$ cat src/rtl/cr_apb_resp_pkg.sv
// Shared types and constants for the APB register-port completer and its timer.
package cr_apb_resp_pkg;

  typedef enum logic [1:0] {
    IDLE = 2'd0,
    REQ  = 2'd1,
    WAIT = 2'd2,
    RESP = 2'd3
  } state_e;

  // BUSY marks a backend request still outstanding after the initiator walked away.
  typedef enum logic {
    FREE = 1'b0,
    BUSY = 1'b1
  } busy_e;

  localparam int unsigned DEFAULT_TIMEOUT = 1024;
  localparam int unsigned TIMER_WIDTH     = 16;
  localparam logic [63:0] ERR_RDATA       = '0;

endpackage

$ cat src/rtl/cr_apb_resp_timer.sv
// 16-bit load/increment counter that saturates at all-ones and flags a terminal count.
module cr_apb_resp_timer
  import cr_apb_resp_pkg::*;
#(
  parameter logic [TIMER_WIDTH-1:0] TERMINAL = TIMER_WIDTH'(DEFAULT_TIMEOUT - 1)
) (
  input  logic clk,
  input  logic rst_n,
  input  logic load_i,
  input  logic inc_i,
  output logic tc_o
);

  logic [TIMER_WIDTH-1:0] count_q;
  logic [TIMER_WIDTH-1:0] count_d;

  always_comb begin
    count_d = count_q;
    if (load_i) begin
      count_d = '0;
    end else if (inc_i && (count_q != {TIMER_WIDTH{1'b1}})) begin
      count_d = count_q + TIMER_WIDTH'(1);
    end else begin
      count_d = count_q;
    end
  end

  always_ff @(posedge clk or negedge rst_n) begin
    if (!rst_n) begin
      count_q <= '0;
    end else begin
      count_q <= count_d;
    end
  end

  assign tc_o = (count_q == TERMINAL);

endmodule

$ cat src/rtl/cr_apb_resp.sv
// APB3 completer turning each transfer into one strobe/ack request on the register bus.
// A silent backend is completed with an error after TIMEOUT_CYCLES instead of stalling APB.
module cr_apb_resp
  import cr_apb_resp_pkg::*;
#(
  parameter int unsigned ADDR_WIDTH     = 20,
  parameter int unsigned DATA_WIDTH     = 32,
  parameter int unsigned TIMEOUT_CYCLES = DEFAULT_TIMEOUT
) (
  input  logic                  clk,
  input  logic                  rst_n,
  input  logic [ADDR_WIDTH-1:0] apb_paddr,
  input  logic                  apb_psel,
  input  logic                  apb_penable,
  input  logic                  apb_pwrite,
  input  logic [DATA_WIDTH-1:0] apb_pwdata,
  output logic [DATA_WIDTH-1:0] apb_prdata,
  output logic                  apb_pready,
  output logic                  apb_pslverr,
  output logic [ADDR_WIDTH-1:0] reg_addr,
  output logic [DATA_WIDTH-1:0] reg_wdata,
  output logic                  reg_wr_stb,
  output logic                  reg_rd_stb,
  input  logic [DATA_WIDTH-1:0] reg_rdata,
  input  logic                  reg_ack,
  input  logic                  reg_err,
  output logic                  timeout_evt
);

  state_e                state_q;
  busy_e                 busy_q;
  logic                  held_q;
  logic                  write_q;
  logic [DATA_WIDTH-1:0] prdata_q;
  logic                  pready_q;
  logic                  pslverr_q;
  logic [ADDR_WIDTH-1:0] reg_addr_q;
  logic [DATA_WIDTH-1:0] reg_wdata_q;
  logic                  wr_stb_q;
  logic                  rd_stb_q;
  logic                  timeout_evt_q;

  logic waiting_s;
  logic tc_s;
  logic timeout_s;
  logic done_s;
  logic setup_s;

  // held_q remembers a setup phase that arrived while BUSY, so its access phase is still accepted.
  assign waiting_s = (state_q == WAIT) || ((state_q == IDLE) && (busy_q == BUSY));
  assign timeout_s = waiting_s && tc_s && !reg_ack;
  assign done_s    = ((state_q == REQ) || waiting_s) && (reg_ack || timeout_s);
  assign setup_s   = apb_psel && (!apb_penable || held_q);

  cr_apb_resp_timer #(
    .TERMINAL (TIMER_WIDTH'(TIMEOUT_CYCLES - 1))
  ) u_timer (
    .clk    (clk),
    .rst_n  (rst_n),
    .load_i (state_q == REQ),
    .inc_i  (waiting_s),
    .tc_o   (tc_s)
  );

  always_ff @(posedge clk or negedge rst_n) begin
    if (!rst_n) begin
      state_q       <= IDLE;
      busy_q        <= FREE;
      held_q        <= 1'b0;
      write_q       <= 1'b0;
      prdata_q      <= '0;
      pready_q      <= 1'b0;
      pslverr_q     <= 1'b0;
      reg_addr_q    <= '0;
      reg_wdata_q   <= '0;
      wr_stb_q      <= 1'b0;
      rd_stb_q      <= 1'b0;
      timeout_evt_q <= 1'b0;
    end else begin
      wr_stb_q      <= 1'b0;
      rd_stb_q      <= 1'b0;
      pready_q      <= 1'b0;
      pslverr_q     <= 1'b0;
      prdata_q      <= '0;
      timeout_evt_q <= 1'b0;
      case (state_q)
        IDLE: begin
          if (busy_q == BUSY) begin
            if (apb_psel && !apb_penable) begin
              held_q <= 1'b1;
            end else if (!apb_psel) begin
              held_q <= 1'b0;
            end else begin
              held_q <= held_q;
            end
            if (done_s) begin
              busy_q        <= FREE;
              timeout_evt_q <= timeout_s;
            end else begin
              busy_q <= BUSY;
            end
          end else if (setup_s) begin
            held_q  <= 1'b0;
            write_q <= apb_pwrite;
            if (apb_paddr[1:0] != 2'b00) begin
              state_q   <= RESP;
              pready_q  <= 1'b1;
              pslverr_q <= 1'b1;
            end else begin
              state_q     <= REQ;
              reg_addr_q  <= apb_paddr;
              reg_wdata_q <= apb_pwdata;
              wr_stb_q    <= apb_pwrite;
              rd_stb_q    <= !apb_pwrite;
            end
          end else begin
            held_q <= 1'b0;
          end
        end
        REQ, WAIT: begin
          if (!apb_psel) begin
            state_q       <= IDLE;
            busy_q        <= done_s ? FREE : BUSY;
            timeout_evt_q <= timeout_s;
          end else if (done_s) begin
            state_q       <= RESP;
            pready_q      <= 1'b1;
            timeout_evt_q <= timeout_s;
            if (reg_ack) begin
              pslverr_q <= reg_err;
              prdata_q  <= write_q ? '0 : reg_rdata;
            end else begin
              pslverr_q <= 1'b1;
              prdata_q  <= DATA_WIDTH'(ERR_RDATA);
            end
          end else begin
            state_q <= WAIT;
          end
        end
        RESP: begin
          state_q <= IDLE;
        end
        default: begin
          state_q <= IDLE;
        end
      endcase
    end
  end

  assign apb_prdata  = prdata_q;
  assign apb_pready  = pready_q;
  assign apb_pslverr = pslverr_q;
  assign reg_addr    = reg_addr_q;
  assign reg_wdata   = reg_wdata_q;
  assign reg_wr_stb  = wr_stb_q;
  assign reg_rd_stb  = rd_stb_q;
  assign timeout_evt = timeout_evt_q;

endmodule

$ cat config.mk
export PLATFORM = sky130hd
export DESIGN_NAME = cr_apb_resp
export DESIGN_NICKNAME = d
export VERILOG_FILES = /design/src/rtl/cr_apb_resp_pkg.sv /design/src/rtl/cr_apb_resp_timer.sv /design/src/rtl/cr_apb_resp.sv
export SDC_FILE = /design/constraint.sdc
export NUM_CORES = 1
export LEC_CHECK = 0
export CAP_MARGIN = 10
export CORE_UTILIZATION = 45
export DETAILED_ROUTE_END_ITERATION = 7
export PLACE_DENSITY = 0.88
export SYNTH_ARGS = -nofsm -noshare
export SYNTH_HDL_FRONTEND = slang
export SYNTH_SLANG_ARGS = --single-unit
$ cat constraint.sdc
create_clock -name clk -period 5.3 [get_ports clk]
set_input_delay 0.53 -clock clk [delete_from_list [all_inputs] [get_ports clk]]
set_output_delay 0.53 -clock clk [all_outputs]
set_load 0.02 [all_outputs]
==> flow_summary.toml, run 1 <==
[die]
fp.dieH_um = 103.2
coreArea_um2 = 9864
die_w_um = 103.2
dieArea_um2 = 10650
rows = 36
initial_utilization_pct = 46.71
ios = 180

[status]
status = "finished clean"

[layout]
num_antenna_cells = 0
syn_to_final_growth_pct = 45.70
drive_gt1_share_pct = 13.60
stdcell_count = 655
final_area_um2 = 6714
fin_nets = 614

[placement]
gp_congestion = 0.9123
placed_cells = 638
io_buffers = 179
placed_cell_area_um2 = 6486
hpwl_mm = 8.316

[critical_path]
endpoint_kind = "register"
cp-startpoint = "state_q[1]"
path_max_fanout = 54
reg2reg_slack_ns = 2.65
arrival_ns = 2.91
worstPathRequired_ns = 5.56
r2r_start = "state_q[1]"
critical_path_class = "register to register"
start_kind = "register"

[sta]
tightest_slew_ns = 0.9092
slew_headroom_pct = 39.39
hold_viol = 0
rsz0062_at_grt = "no"
period_minus_slack_ns = 2.650
fin_crit_sh_pct = 49.99
setup_violations = 0
fin_skew_ns = 0.01339
slew_viol_final = 0
tns_ns = 0
fmax_mhz = 377.4

[synthesis]
synth_nets = 436
synth_ff_type = "dfrtp_1"
synthXorXnorAreaFrac_pct = 0
synth_top_area_cell = "dfrtp_1"
synth.area.top_cells = "dfrtp_1 60%, mux2_4 15%, and2_1 4.6%, a21oi_1 2.3%, ha_1 1.6%"
avgSynthCellArea_um2 = 13.59
yosys.area_share.adder_pct = 1.629
synthCells = 339
netlist_top_cells_count = "110 x dfrtp_1, 46 x mux2_4, 34 x and2_1"
ys_seq_area_share_pct = 59.73
syn_area_um2 = 4608
synth_cell_types = 42
postSynth.asyncResetShare_pct = 100.0
ys_seq_elements = 110
yosysWarnings = 0
synth_compound_area_share_pct = 6.625
synth_top_area_share_pct = 59.73
synth.most_common_cell = "dfrtp_1"
synthSimpleGateAreaFrac_pct = 13.03
synth_edf_count = 0
synth_top_family_by_area = "multiplexers"
muxShareOfSynthArea_pct = 16.18

[cts]
clock-sinks = 110
clockRootBuffer = "clkbuf_8"
cts_tree = "yes"
cts_buffers = 9
cts-hold-fix-buffers = 0
cts_resized = 0
clock_path_buffers = 2
htree_levels = 3
postCtsSetupBuffers = 0
clk_pin_slew_ns = 0.10
clkLatencyLatePin_ns = 0.38

[grt]
grt_overflow = 0
grtUsageTotal_pct = 21.12
grt_max_degree = 65
grt_pass1_vias = 3346
grt_pass1_wl_mm = 16.77
antenna_found_initial = 0

[drt]
drc_errors = 0
drt_wl_total_mm = 11.44
detailroute.via_count = 3400
via_per_inst = 5.191
ant_nets = 0
drt_first_pass_iters = 4
wl_per_cell_um = 17.47
drt-initial-drc-count = 128

[min_path]
hold_class = "primary input to async pin"

[power_and_ir_drop]
vdd_ir_drop_max_mv = 0.2924
powerDensity_nw_per_um2 = 441.7
power.static_leakage_nw = 3.057
p_total_mw = 2.966

[run]
cap_viol_max_count = 0
==> layout by cell type (no fill, tap or decap), drive strengths merged, types with 7 or more instances in the layout <==
cell type        n
clkdlybuf4s50  178
a21oi           21
clkbuf          12
or4             10
nand3            8
inv              7
nand2           10
and2            34
o31ai            7
o21ai            9
dfrtp          110
mux2            50
==> report_power, final <==
group	internal [mW]	total, mW	switching (mW)
sequential	1.05	1.19	0.139
clock	0.280	0.566	0.286
combinational	0.654	1.21	0.557
total	1.98	2.97	0.982
==> per-stage QoR <==
stage / hold WS [ns] / utilization [%] / worst slack [ns]
after CTS: 0.1565 / 68.01 / 2.659
after detailed placement: 0.4777 / 65.75 / 2.327
after global placement: 0.4705 / 65.75 / 2.394
after global routing: 0.1750 / 68.06 / 2.521
final: 0.1557 / 68.06 / 2.650
after floorplan: 0.2344 / - / 3.136
==> cells by family (layout without fill, tap and decap cells) <==
kind of cell    count (synthesis)  after routing
flops                         110            110
fa+ha+maj                       6              6
simple gates                  100            100
compound gates                 50             50
buf+inv                        22            205
mux                            51             51
==> final cells by class <==
class                   count  area, um2
well taps                 133      166.4
inverters                   6      22.52
clock inverters             5      81.33
fillers                   688       3151
clock buffers              11      141.4
flip-flops and latches    110       2753
repair buffers            183       1817
multi-input cells         207       1733
==> state kept, by name (all words and copies together), names as in the netlist <==
register and cells:
apb_prdata 32, apb_pready 1, apb_pslverr 1, busy_q 1
held_q 1, reg_addr 20, reg_rd_stb 1, reg_wdata 32
reg_wr_stb 1, state_q 2, timeout_evt 1, u_timer.count_q 16
write_q 1
==> worst max-delay path, stage by stage (launching register included) <==
cell and delay (ns):
dfrtp_1 0.41, inv_1 0.13, ha_1 0.31, or3b_1 0.40
or3_2 0.41, buf_4 0.39, mux2_1 0.44
==> final timing paths <==
| kind | endpoint | depth (start not counted) |
|---|---|---|
| setup / recovery | reg_wdata[9] | 6 |
| hold / removal | reg_addr[14] | 1 |
| setup reg to reg | reg_wdata[9] | 6 |
| hold reg to reg | reg_addr[0] | 1 |
| max in group asynchronous | reg_wdata[12] | 2 |
| min in group clk | reg_addr[0] | 1 |
==> layer usage <==
layer | GRT usage [%] | wire length (um)
met1 | 24.07 | 4471
met2 | 37.59 | 6003
met5 | 0 | 0
met3 | 6.586 | 763
met4 | 7.259 | 203
(Power assumes the default switching activity.)
==> inputs of run 2 (changes only) <==
--- a/config.mk
+++ b/config.mk
@@ -6,9 +6,9 @@
 export NUM_CORES = 1
 export LEC_CHECK = 0
 export CAP_MARGIN = 10
-export CORE_UTILIZATION = 45
+export CORE_UTILIZATION = 44
 export DETAILED_ROUTE_END_ITERATION = 7
-export PLACE_DENSITY = 0.88
+export PLACE_DENSITY = 0.87
 export SYNTH_ARGS = -nofsm -noshare
 export SYNTH_HDL_FRONTEND = slang
 export SYNTH_SLANG_ARGS = --single-unit
==> constraint.sdc (replaced) <==
create_clock -name clk -period 2.7 [get_ports clk]
set_input_delay 0.27 -clock clk [delete_from_list [all_inputs] [get_ports clk]]
set_output_delay 0.27 -clock clk [all_outputs]
set_load 0.02 [all_outputs]
==> run 2 against run 1 <==
Clock power up 86%. Utilization down 0.14 points. First-iteration DRC count up 74%. Sequential share of layout area down 0.29 points. Global-route usage down 0.57 points. Sequential power up 95%. Via count up 2.0%. Cell count up 0.31%. Critical path type unchanged. Highest routed layer unchanged.
==> flow_summary.toml, run 2 (synthesized netlist as in run 1, its figures left out) <==
[drt]
wl_per_cell_um = 16.84
ant_nets = 0
drc_errors = 0
drt-initial-drc-count = 223
drt_first_pass_iters = 4
drt_wl_total_mm = 11.06
detailroute.via_count = 3468
via_per_inst = 5.279

[layout]
stdcell_count = 657
n_fill_cell = 690
fin_nets = 618
layout.area.seq_um2 = 2753
multi_input_area_um2 = 1733
final_common_cell = "clkdlybuf4s50_1"
num_antenna_cells = 0
drive_gt1_share_pct = 13.93
most-common-layout-cells = "178 x clkdlybuf4s50_1, 110 x dfrtp_1, 46 x mux2_4, 34 x and2_1, 21 x a21oi_1"
final_area_um2 = 6761
syn_to_final_growth_pct = 46.73
final_util_pct = 67.92

[sta]
setup_violations = 0
rsz0062_at_grt = "no"
fin_crit_sh_pct = 91.83
fin_skew_ns = 0.01442
tns_ns = 0
fmax_mhz = 403.3
slew_headroom_pct = 51.09
tightest_slew_ns = 0.7336
hold_viol = 0
period_minus_slack_ns = 2.479
slew_viol_final = 0

[die]
ios = 180
coreArea_um2 = 9955
dieArea_um2 = 10890
die_w_um = 104.3
fp.dieH_um = 104.3
initial_utilization_pct = 46.29
rows = 36

[cts]
clock-sinks = 110
cts_buffers = 9
clk_pin_slew_ns = 0.09
clockRootBuffer = "clkbuf_8"
postCtsSetupBuffers = 0
clkLatencyLatePin_ns = 0.36
htree_levels = 3
cts_tree = "yes"
clock_path_buffers = 2

[placement]
io_buffers = 179
placed_cells = 642
hpwl_mm = 8.124
placed_cell_area_um2 = 6541
gp_congestion = 0.9159

[grt]
grt_pass1_wl_mm = 17.78
grt_pass1_vias = 3480
gr-usage-met1_pct = 24.60
grt_use_met3_pct = 5.075
antenna_found_initial = 0
use_met2_pct = 36.23
grt_max_degree = 59
gr-max-usage-layer = "met2"
grtUsageTotal_pct = 20.55
grt_overflow = 0

[status]
status = "finished clean"

[power_and_ir_drop]
powerDensity_nw_per_um2 = 856.6
vdd_ir_drop_max_mv = 0.4533
power.static_leakage_nw = 3.082

[min_path]
hp-start = "reg_rdata[7]"
hold_end = "apb_prdata[7]"
hold_class = "primary input to register"
holdPathStages = 2

[run]
cap_viol_max_count = 0

[critical_path]
endpoint_kind = "register"
critical_path_class = "register to register"
path_max_fanout = 54
arrival_ns = 2.72
start_kind = "register"
reg2reg_slack_ns = 0.22
ff2ff_path_depth = 6
regToRegEndpoint = "reg_wdata[8]"
worstPathRequired_ns = 2.94
r2r_start = "state_q[0]"
-- run 2: cell count changes in the layout (fill, tap and decap cells not counted), sizes merged --
cell	before	now
dlygate4sd3	0	1
buf	4	8
clkbuf	12	10
inv	7	6
-- run 2: final cells by class --
class | count | share of cell area, %
Sequential cell | 110 | 40.71
Timing Repair Buffer | 187 | 27.76
Multi-Input combinational cell | 207 | 25.63
Tap cell | 133 | 2.461
Clock buffer | 10 | 2.036
Clock inverter | 4 | 1.073
Inverter | 6 | 0.3331
-- run 2: through the flow --
stage / hold WS [ns] / total power, mW / setup WS, ns
finish: 0.4569 / 5.792 / 0.2207
global route: 0.4303 / 6.068 / 0.1321
CTS: 0.4347 / 5.831 / 0.2289
detailed placement: 0.3805 / 4.759 / 0.1735
global placement: 0.3767 / 4.654 / 0.2397
floorplan: -0.02559 / 3.613 / 0.5356
-- run 2: worst max-delay path, cell delays in order, from the launching register on --
cell and delay (ns):
dfrtp_1 0.42, inv_1 0.12, ha_1 0.32, or3b_1 0.42
or3_2 0.46, buf_12 0.23, mux2_1 0.36
-- run 2: metal layers --
metal / wire length [um] / up-vias
met5: 0 / -
met4: 183 / 0
met3: 636 / 16
met2: 5692 / 164
met1: 4550 / 1729
li1: - / 1559
-- run 2: what timing repair did --
item / 4_1_cts / 5_1_grt
endpoints found under the hold margin: 56 / 0
resized for setup: 0 / 0
hold buffers: 1 / 0
-- run 2: worst max path at each step --
stage,start,endpoint,slack (ns)
2_1_floorplan,state_q[0],reg_addr[10],0.54
3_3_place_gp,apb_psel,reg_wdata[8],0.24
3_5_place_dp,apb_psel,reg_wdata[6],0.17
4_1_cts,state_q[0],reg_wdata[8],0.23
5_1_grt,state_q[1],reg_wdata[8],0.13
6_report,state_q[0],reg_wdata[8],0.22
-- run 2: where the power goes --
part / total, mW / leakage (nW) / internal (mW) / switching, mW
logic: 2.42 / 1.51 / 1.31 / 1.11
registers: 2.32 / 1.47 / 2.06 / 0.261
clock network: 1.05 / 0.104 / 0.537 / 0.516
total: 5.79 / 3.08 / 3.91 / 1.89
